--- src/rtl/aes_ks_pkg.sv ---
`default_nettype none
// ============================================================================
//  Module      : aes_ks_pkg
//  Description : Shared encodings, FSM state type, S-box table and helpers
//                for the AES key expansion engine.
//  Revision    : 1.0  initial release
// ============================================================================
package aes_ks_pkg;

    // key_len encoding
    localparam logic [1:0] KEY_LEN_128  = 2'd0;
    localparam logic [1:0] KEY_LEN_192  = 2'd1;
    localparam logic [1:0] KEY_LEN_256  = 2'd2;
    localparam logic [1:0] KEY_LEN_RSVD = 2'd3;

    typedef enum logic [1:0] {
        S_IDLE   = 2'd0,
        S_EXPAND = 2'd1,
        S_DONE   = 2'd2
    } ks_state_e;

    // Forward AES S-box, entry 0 in the most significant byte
    localparam logic [2047:0] SBOX_TBL = {
        128'h637c777bf26b6fc53001672bfed7ab76, 128'hca82c97dfa5947f0add4a2af9ca472c0,
        128'hb7fd9326363ff7cc34a5e5f171d83115, 128'h04c723c31896059a071280e2eb27b275,
        128'h09832c1a1b6e5aa0523bd6b329e32f84, 128'h53d100ed20fcb15b6acbbe394a4c58cf,
        128'hd0efaafb434d338545f9027f503c9fa8, 128'h51a3408f929d38f5bcb6da2110fff3d2,
        128'hcd0c13ec5f974417c4a77e3d645d1973, 128'h60814fdc222a908846eeb814de5e0bdb,
        128'he0323a0a4906245cc2d3ac629195e479, 128'he7c8376d8dd54ea96c56f4ea657aae08,
        128'hba78252e1ca6b4c6e8dd741f4bbd8b8a, 128'h703eb5664803f60e613557b986c11d9e,
        128'he1f8981169d98e949b1e87e9ce5528df, 128'h8ca1890dbfe6426841992d0fb054bb16
    };

    function automatic logic [7:0] sbox(input logic [7:0] x);
        // entry x sits at byte position 255-x from the LSB end
        return SBOX_TBL[{~x, 3'b000} +: 8];
    endfunction

    function automatic logic [7:0] xtime(input logic [7:0] b);
        return {b[6:0], 1'b0} ^ (b[7] ? 8'h1b : 8'h00);
    endfunction

    // Key length in 32-bit words
    function automatic logic [3:0] nk_of(input logic [1:0] len);
        case (len)
            KEY_LEN_192: return 4'd6;
            KEY_LEN_256: return 4'd8;
            default:     return 4'd4;
        endcase
    endfunction

    // Number of rounds
    function automatic logic [3:0] nr_of(input logic [1:0] len);
        case (len)
            KEY_LEN_192: return 4'd12;
            KEY_LEN_256: return 4'd14;
            default:     return 4'd10;
        endcase
    endfunction

    // Index of the final schedule word, 4*(Nr+1)-1
    function automatic logic [5:0] last_word_of(input logic [1:0] len);
        case (len)
            KEY_LEN_192: return 6'd51;
            KEY_LEN_256: return 6'd59;
            default:     return 6'd43;
        endcase
    endfunction

endpackage
`default_nettype wire

--- src/rtl/aes_ks_word.sv ---
`default_nettype none
// ============================================================================
//  Module      : aes_ks_word
//  Description : Combinational next-word function of the AES key schedule.
//  Revision    : 1.0  initial release
// ============================================================================
module aes_ks_word
    import aes_ks_pkg::*;
(
    input  logic [31:0] w_prev_i,     // w[i-1]
    input  logic [31:0] w_old_i,      // w[i-Nk]
    input  logic        rot_sub_i,    // i mod Nk == 0
    input  logic        sub_only_i,   // Nk == 8 and i mod Nk == 4
    input  logic [7:0]  rcon_i,
    output logic [31:0] w_new_o
);

    logic [31:0] w_sub_in;
    logic [31:0] w_sub;
    logic [31:0] w_temp;

    // RotWord only applies on the Rcon step
    assign w_sub_in = rot_sub_i ? {w_prev_i[23:0], w_prev_i[31:24]} : w_prev_i;

    for (genvar b = 0; b < 4; b++) begin : g_sbox
        assign w_sub[8*b +: 8] = sbox(w_sub_in[8*b +: 8]);
    end

    // Select the transformed or plain previous word
    always_comb begin
        w_temp = w_prev_i;
        if (rot_sub_i) begin
            w_temp = w_sub ^ {rcon_i, 24'h000000};
        end else if (sub_only_i) begin
            w_temp = w_sub;
        end
    end

    assign w_new_o = w_temp ^ w_old_i;

endmodule
`default_nettype wire

--- src/rtl/aes_key_schedule.sv ---
`default_nettype none
// ============================================================================
//  Module      : aes_key_schedule
//  Description : Iterative AES-128/192/256 key expansion, one schedule word
//                per clock, with a registered random-access round-key port.
//  Revision    : 1.0  initial release
// ============================================================================
module aes_key_schedule
    import aes_ks_pkg::*;
#(
    parameter int MAX_KEY_BITS = 256
) (
    input  logic                    clk,
    input  logic                    rest_n,
    input  logic                    start,
    input  logic [1:0]              key_len,
    input  logic [MAX_KEY_BITS-1:0] key_in,
    output logic                    busy,
    output logic                    ready,
    output logic                    cfg_err,
    input  logic                    rd_en,
    input  logic [3:0]              rd_round,
    output logic [127:0]            rd_key,
    output logic                    rd_valid,
    output logic                    rd_err
);

    localparam int         MAX_NK     = MAX_KEY_BITS / 32;
    localparam int         MAX_ROUNDS = MAX_NK + 6;
    localparam int         T_MAX      = 4 * (MAX_ROUNDS + 1);
    localparam logic [3:0] MAX_NK4    = 4'(MAX_NK);

    ks_state_e   state_q, state_d;
    logic [3:0]  nk_q, nr_q;
    logic [5:0]  i_q, last_q;
    logic [2:0]  phase_q;
    logic [7:0]  rcon_q;
    logic        ready_q, cfg_err_q;
    logic [31:0] win_q   [MAX_NK];     // win_q[0] = w[i-Nk], win_q[Nk-1] = w[i-1]
    logic [31:0] store_q [T_MAX];
    logic [127:0] rd_key_q;
    logic        rd_valid_q, rd_err_q;

    logic [31:0] w_key [MAX_NK];
    logic [3:0]  w_nk_in;
    logic        w_key_ok, w_accept, w_reject, w_last;
    logic [3:0]  w_top_idx;
    logic [31:0] w_prev, w_new;
    logic        w_rd_ok;
    logic [5:0]  w_rd_base;

    for (genvar j = 0; j < MAX_NK; j++) begin : g_key
        assign w_key[j] = key_in[MAX_KEY_BITS-1-32*j -: 32];
    end

    assign w_nk_in   = nk_of(key_len);
    assign w_key_ok  = (key_len != KEY_LEN_RSVD) && (w_nk_in <= MAX_NK4);
    assign w_accept  = start && (state_q != S_EXPAND) && w_key_ok;
    assign w_reject  = start && (state_q != S_EXPAND) && !w_key_ok;
    assign w_last    = (state_q == S_EXPAND) && (i_q == last_q);
    assign w_top_idx = nk_q - 4'd1;

    // Pick w[i-1] from the variable-length window
    always_comb begin
        w_prev = win_q[0];
        for (int j = 0; j < MAX_NK; j++) begin
            if (4'(j) == w_top_idx) begin
                w_prev = win_q[j];
            end
        end
    end

    aes_ks_word u_word (
        .w_prev_i   (w_prev),
        .w_old_i    (win_q[0]),
        .rot_sub_i  (phase_q == 3'd0),
        .sub_only_i ((nk_q == 4'd8) && (phase_q == 3'd4)),
        .rcon_i     (rcon_q),
        .w_new_o    (w_new)
    );

    // State register
    always_ff @(posedge clk or negedge rest_n) begin
        if (!rest_n) begin
            state_q <= S_IDLE;
        end else begin
            state_q <= state_d;
        end
    end

    // Next-state logic
    always_comb begin
        state_d = state_q;
        case (state_q)
            S_IDLE, S_DONE: begin
                if (w_accept) begin
                    state_d = S_EXPAND;
                end else if (w_reject) begin
                    state_d = S_IDLE;
                end
            end
            S_EXPAND: begin
                if (w_last) begin
                    state_d = S_DONE;
                end
            end
            default: state_d = S_IDLE;
        endcase
    end

    // Expansion counters, Rcon and status flags
    always_ff @(posedge clk or negedge rest_n) begin
        if (!rest_n) begin
            nk_q      <= 4'd4;
            nr_q      <= 4'd10;
            last_q    <= 6'd43;
            i_q       <= 6'd0;
            phase_q   <= 3'd0;
            rcon_q    <= 8'h01;
            ready_q   <= 1'b0;
            cfg_err_q <= 1'b0;
        end else if (w_accept) begin
            nk_q      <= w_nk_in;
            nr_q      <= nr_of(key_len);
            last_q    <= last_word_of(key_len);
            i_q       <= {2'b00, w_nk_in};
            phase_q   <= 3'd0;
            rcon_q    <= 8'h01;
            ready_q   <= 1'b0;
            cfg_err_q <= 1'b0;
        end else if (w_reject) begin
            ready_q   <= 1'b0;
            cfg_err_q <= 1'b1;
        end else if (state_q == S_EXPAND) begin
            i_q     <= i_q + 6'd1;
            // phase tracks i mod Nk by wrapping at Nk-1
            phase_q <= ({1'b0, phase_q} == w_top_idx) ? 3'd0 : phase_q + 3'd1;
            if (phase_q == 3'd0) begin
                rcon_q <= xtime(rcon_q);
            end
            if (w_last) begin
                ready_q <= 1'b1;
            end
        end
    end

    // Word store and sliding window; contents are guarded by ready
    always_ff @(posedge clk) begin
        if (w_accept) begin
            for (int j = 0; j < MAX_NK; j++) begin
                if (4'(j) < w_nk_in) begin
                    store_q[j] <= w_key[j];
                    win_q[j]   <= w_key[j];
                end
            end
        end else if (state_q == S_EXPAND) begin
            store_q[i_q] <= w_new;
            for (int j = 0; j < MAX_NK - 1; j++) begin
                win_q[j] <= win_q[j+1];
            end
            for (int j = 0; j < MAX_NK; j++) begin
                if (4'(j) == w_top_idx) begin
                    win_q[j] <= w_new;
                end
            end
        end
    end

    assign w_rd_ok   = ready_q && (rd_round <= nr_q);
    assign w_rd_base = w_rd_ok ? {rd_round, 2'b00} : 6'd0;

    // Registered read port, evaluated against pre-edge ready
    always_ff @(posedge clk or negedge rest_n) begin
        if (!rest_n) begin
            rd_key_q   <= 128'd0;
            rd_valid_q <= 1'b0;
            rd_err_q   <= 1'b0;
        end else begin
            rd_valid_q <= rd_en;
            if (rd_en) begin
                if (w_rd_ok) begin
                    rd_key_q <= {store_q[w_rd_base],         store_q[w_rd_base + 6'd1],
                                 store_q[w_rd_base + 6'd2],  store_q[w_rd_base + 6'd3]};
                    rd_err_q <= 1'b0;
                end else begin
                    rd_key_q <= 128'd0;
                    rd_err_q <= 1'b1;
                end
            end
        end
    end

    assign busy     = (state_q == S_EXPAND);
    assign ready    = ready_q;
    assign cfg_err  = cfg_err_q;
    assign rd_key   = rd_key_q;
    assign rd_valid = rd_valid_q;
    assign rd_err   = rd_err_q;

endmodule
`default_nettype wire

--- config.mk ---
export PLATFORM = sky130hd
export DESIGN_NAME = aes_key_schedule
export DESIGN_NICKNAME = d
export VERILOG_FILES = /design/src/rtl/aes_ks_pkg.sv /design/src/rtl/aes_ks_word.sv /design/src/rtl/aes_key_schedule.sv
export SDC_FILE = /design/constraint.sdc
export NUM_CORES = 2
export LEC_CHECK = 0
export ABC_CLOCK_PERIOD_IN_PS = 8900
export CAP_MARGIN = 10
export CORE_AREA = 2 2 541 543
export DETAILED_ROUTE_END_ITERATION = 10
export DIE_AREA = 0 0 543 545
export GPL_TIMING_DRIVEN = 0
export SYNTH_ARGS = -nofsm -noshare
export SYNTH_HDL_FRONTEND = slang
export SYNTH_SLANG_ARGS = --single-unit
export TNS_END_PERCENT = 1
--- constraint.sdc ---
create_clock -name clk -period 8.9 [get_ports clk]
set_input_delay 1.78 -clock clk [delete_from_list [all_inputs] [get_ports clk]]
set_output_delay 1.78 -clock clk [all_outputs]
set_load 0.01 [all_outputs]
* After elaboration in Yosys (flattened, before gate mapping)
Memory sizes are Yosys's and may differ from the RTL's.
Index checks and enable logic that the tools add are counted.
** Storage, ports and cells
- Bits in registers :: 165
- Bits of input ports :: 266
- Logic and storage cells :: 213
- Output and inout port bits :: 133
- Memories kept :: 2
- Bits in writable memories :: 2176
** Memory list
- store_q :: depth 60, width 32, rd ports 4, clocked after memory_dff 0, wr ports 8, RTL line aes_key_schedule.sv:40 : logic [31:0] store_q [T_MAX];
- win_q :: depth 8, width 32, rd ports 8, clocked after memory_dff 0, wr ports 8, RTL line aes_key_schedule.sv:39 : logic [31:0] win_q [MAX_NK];
** Cells by class
- Eq/ne operators :: 20
- Add/sub/neg operators :: 6
- Bitwise operators :: 22
- Reductions and logical operators :: 22
- Order comparisons :: 10
- Muxes and demuxes :: 115
- Shift-type cells :: 4
** Operators with widths (number)
- $shiftx A2048 B12 Y8 const A :: 4
- $mux W32 :: 26
- $mux W128 :: 1
- $mux W1 :: 67
- $xor A32 B32 Y32 :: 2
- $mux W8 :: 4
- $not A8 Y8 :: 4
- $reduce_or A32 Y1 :: 1
- $mux W6 :: 5
- $eq A3 B4 Y1 const A :: 4
- $lt A3 B4 Y1 const A :: 4
- $or A1 B1 Y1 :: 15
- $add A6 B1 Y6 const B :: 2
- $add A6 B2 Y6 const B :: 2
- $mux W3 :: 4
- $pmux W5 S2 :: 1
- $eq A2 B4 Y1 const A :: 2
- $lt A1 B4 Y1 const A :: 2
- $lt A2 B4 Y1 const A :: 2
- $pmux W4 S2 :: 1
- $xor A8 B5 Y8 :: 1
- $logic_and A1 B1 Y1 :: 7
- $eq A6 B6 Y1 :: 1
- $mux W2 :: 3
- other kinds (25) :: 34

* Logic depth before layout (Yosys ltp)
- Depth after elaboration :: 16
- Gate-level depth with buffers :: 27
- Depth with buffers taken out :: 18

* Cells and area by module
Synthesis repeated with hierarchy kept, for this count alone.
** Unflattened totals
- Cells, all modules :: 9260
- Area total of the unflattened synthesis :: 116500.5 µm²
** Modules (own cells, without submodules)
- aes_key_schedule :: area an instance 102135.5 µm², cells each 6947, seq. area each 73093.9 µm², times used 1
- aes_ks_word :: area an instance 14365.0 µm², cells each 2313, seq. area each 0.0 µm², times used 1

* Worst setup path before layout
OpenSTA, ideal clock, no wires.
- Path type :: reg2reg
- Start point :: register nk_q[1]
- End point :: memory store_q[10][26] (data pin)
- Clock period less this slack :: 6.270 ns
- Buffers on the path :: 5
- Arrival :: 5.851 ns
- Data required time :: 8.481 ns
- Library setup time :: 0.419 ns
- Cell stages (with the launch flop) :: 23
- Path slack :: 2.630 ns
- Path through :: dfrtp_1 -> buf_6 -> buf_6 -> buf_6 -> inv_1 -> ha_1 -> ha_1 -> buf_2 -> or2_2 -> o221a_2 -> mux2i_4 -> clkbuf_1 -> ha_1 -> inv_1 -> nor3_1 -> o21ai_0 -> o31a_1 -> o221a_2 -> o32a_1 -> nor2_1 -> mux2_4 -> xor2_1 -> inv_1
** RTL lines
- start, declared :: RTL line aes_key_schedule.sv:34 : logic [3:0] nk_q, nr_q;
- start signal, assigned :: RTL line aes_key_schedule.sv:123 : nk_q <= w_nk_in;
- end, declared :: RTL line aes_key_schedule.sv:40

==> impl_metrics.tcl <==
set metrics [dict create \
    synth_top_family_by_area "compound AO/OA/AOI/OAI gates" \
    ant_nets 0 \
    dpl.hpwl_um 480000 \
    start_util 0.399 \
    gp_congestion 1.09 \
    hold_buffers 0 \
    synth_warnings 0 \
    drt_wl_total_um 634000 \
    end_kind "flip-flop" \
    synthTopCellsByCount "edfxtp_1, nand2_1, nand3_1" \
    wl_per_cell_um 42.0 \
    reg2reg_from "nk_q[1]" \
    dp.cells 14489 \
    vias_per_cell 6.71 \
    synth_compound_area_frac 0.160 \
    die_w_um 543 \
    min_path_cells 1 \
    required_ns 9.47 \
    worstSetupPathType "flip-flop to flip-flop" \
    synth_seq_cells 2460 \
    synth.most_common_cell "edfxtp_1" \
    ys_top_cells_by_area "edfxtp_1, nand2_1, a221oi_1, nand3_1, dfrtp_1" \
    gr-total-overflow 0 \
    fin_crit_sh 1.06 \
    synthAdderAreaFrac 0.00735 \
    ioPinCount 399 \
    std_cell_rows 198 \
    numCtsBuffers 273 \
    drt-pass1-iter-count 8 \
    finalSetupViolCount 1476 \
    fin_worst_skew_ns 0.0725 \
    synth_top_area_share 0.598 \
    nNetsFinal 11225 \
    synth_cell_types 123 \
    synth_top_area_cell "edfxtp_1" \
    synth-edff-count 2304 \
    fillerInstances 26175 \
    yosys.area_share.xor_xnor 0.00367 \
    synthSimpleGateAreaFrac 0.136 \
    multiInputGateArea_um2 39200 \
    tightest_slew_ns 1.43 \
    maxCapViolations 0 \
    die_h_um 545 \
    antenna_found_initial 82 \
    fin_area_um2 138000 \
    synth_area_um2 116000 \
    path_buf_inv 12 \
    violations "negative setup slack" \
    clk_pin_slew_ns 0.06 \
    die-area_um2 296000 \
    relSlewSlack 0.0425 \
    synthFlopType "edfxtp_1" \
    first_global_vias 93870 \
    max_freq_mhz 106 \
    layout_min_cycle_time_ns 9.48 \
    area_delta_synth_final_pct 19.1 \
    critPathMaxFanout 29 \
    core_um2 290000 \
    clock_latency_ns 0.93 \
    r2r_cells 25 \
    final-seq-area_um2 73100 \
    synthArstFlopShare 0.0634 \
    r2r-end "store_q[48][1]" \
    r2r_slack_ns -0.58 \
    grt_pass1_wl_um 838000 \
    arrival_ns 10.04 \
    vias 101132 \
    fin_setup_tns_ns -319.16 \
    drtIter0Drc 15944 \
    syn_area_per_cell_um2 11.5 \
    drive_gt1_frac 0.104 \
    rsz0062_at_grt "true" \
    cpMaxStageDelayCell "clkbuf_1" \
    outcome "finished with violations" \
    min_from "rd_err" \
    clock_sinks 2460 \
    port_buffers 398 \
    h-tree-depth 5 \
    start_kind "flip-flop" \
    cts_tree "built" \
    syn_nets 10394 \
    instances_no_fill 15076 \
    grt_max_degree 93 \
    hold_violations 0 \
    synth-seq-area-share 0.632 \
    synthCells 10060 \
    dpl_cell_area_um2 128000 \
    cp_top_family "buffers and inverters" \
    hold_class "flip-flop to flip-flop" \
    cp_slowest_stage_delay_ns 0.69 \
    drc 0 \
    worst_slack_ns -0.575 \
    hold_path_end "rd_err" \
    finalMaxSlewViolations 0 \
    synthMuxAreaShare 0.0213 \
    grtUsageTotal 0.418 \
    cts_root_buf "clkbuf_16" \
    clockBufferDepth 4 \
]
## through the flow
| stage | hold slack, ns | utilization | setup slack, ns |
|---|---|---|---|
| 6_report | 0.482 | 0.475 | -0.575 |
| 5_1_grt | 0.505 | 0.475 | -0.314 |
| 4_1_cts | 0.484 | 0.473 | -0.201 |
| 3_5_place_dp | 0.470 | 0.441 | -2.95 |
| 3_3_place_gp | 0.464 | 0.429 | -4.83 |
| 2_1_floorplan | 0.454 | - | 2.63 |
## sequential cells by signal, indices dropped and copies added, names as in the netlist
name	flops
cfg_err	1
store_q	2048
state_q	2
rcon_q	8
rd_key	128
rd_err	1
i_q	6
nr_q	2
rd_valid	1
ready	1
nk_q	3
phase_q	3
win_q	256
## layer usage
layer | share of wire | vias to the layer above | wire, µm | track usage
met1 | 0.36 | 50902 | 231000 | 0.518
met2 | 0.43 | 7859 | 272000 | 0.616
met3 | 0.12 | 1819 | 73900 | 0.123
met5 | 0.00020 | - | 128 | 0.00162
met4 | 0.089 | 16 | 56500 | 0.312
li1 | - | 40536 | - | -
## how the worst max path moves through the flow
stage / startpoint / endpoint / slack, ns / depth (start not counted)
3_3_place_gp: nk_q[1] / store_q[40][13] / -4.83 / 23
2_1_floorplan: nk_q[1] / store_q[10][26] / 2.63 / 22
5_1_grt: nk_q[1] / store_q[20][25] / -0.31 / 24
4_1_cts: nk_q[1] / store_q[2][23] / -0.20 / 26
6_report: nk_q[1] / store_q[48][1] / -0.58 / 25
3_5_place_dp: nk_q[1] / store_q[33][18] / -2.95 / 27
## cells by family after synthesis
logic type | Yosys count
and+or+nand+nor | 3620
AOI/OAI and AO/OA | 2575
DFF | 2460
buffers and inverters | 1116
muxes | 176
adders and majority gates | 68
xor gates and xnor gates | 45
## worst reg2reg max path, delay by kind of cell, from the launching register on
kind	cells	cell delay (ns)
buffers and inverters	12	4.32
AO/OA/AOI/OAI	7	2.37
adder cells (fa/ha/maj)	3	1.08
AND/OR/NAND/NOR	2	0.70
flip-flops	1	0.41
XOR/XNOR	1	0.20
## cell type report
| class | count | share of cell area |
|---|---|---|
| Inverter | 198 | 0.00559 |
| Clock inverter | 132 | 0.0106 |
| Timing Repair Buffer | 556 | 0.0495 |
| Multi-Input combinational cell | 6484 | 0.284 |
| Sequential cell | 2460 | 0.530 |
| Buffer | 918 | 0.0286 |
| Antenna cell | 71 | 0.00129 |
| Tap cell | 3900 | 0.0354 |
| Clock buffer | 357 | 0.0545 |
## layout by cell type, fill, tap and decap left out, types with 56 or more instances in the layout
cell	instances
a311oi_1	155
nand2_1	1969
clkbuf_1	698
and3_1	79
ha_1	68
inv_1	162
nor3_1	224
o211ai_1	91
mux2_2	93
nand3_1	801
clkdlybuf4s50_1	397
o32ai_1	112
nor2_1	246
a211oi_1	65
o311a_1	115
buf_2	123
o21ai_0	534
a21oi_1	393
edfxtp_1	2304
dfrtp_1	153
diode_2	71
a221oi_1	499
clkbuf_2	56
nor2_4	57
clkbuf_16	280
buf_12	74
a31oi_1	91
o311ai_0	56
## repair_timing
action                                   CTS  global route
endpoints found under the setup margin  2136          1332
setup buffers                              7             5
pin swaps                                  4             4
gates resized for setup                  119            54
Power is not shown: default switching activity piles up to over one toggle a cycle in this logic, so the estimate is an artifact.
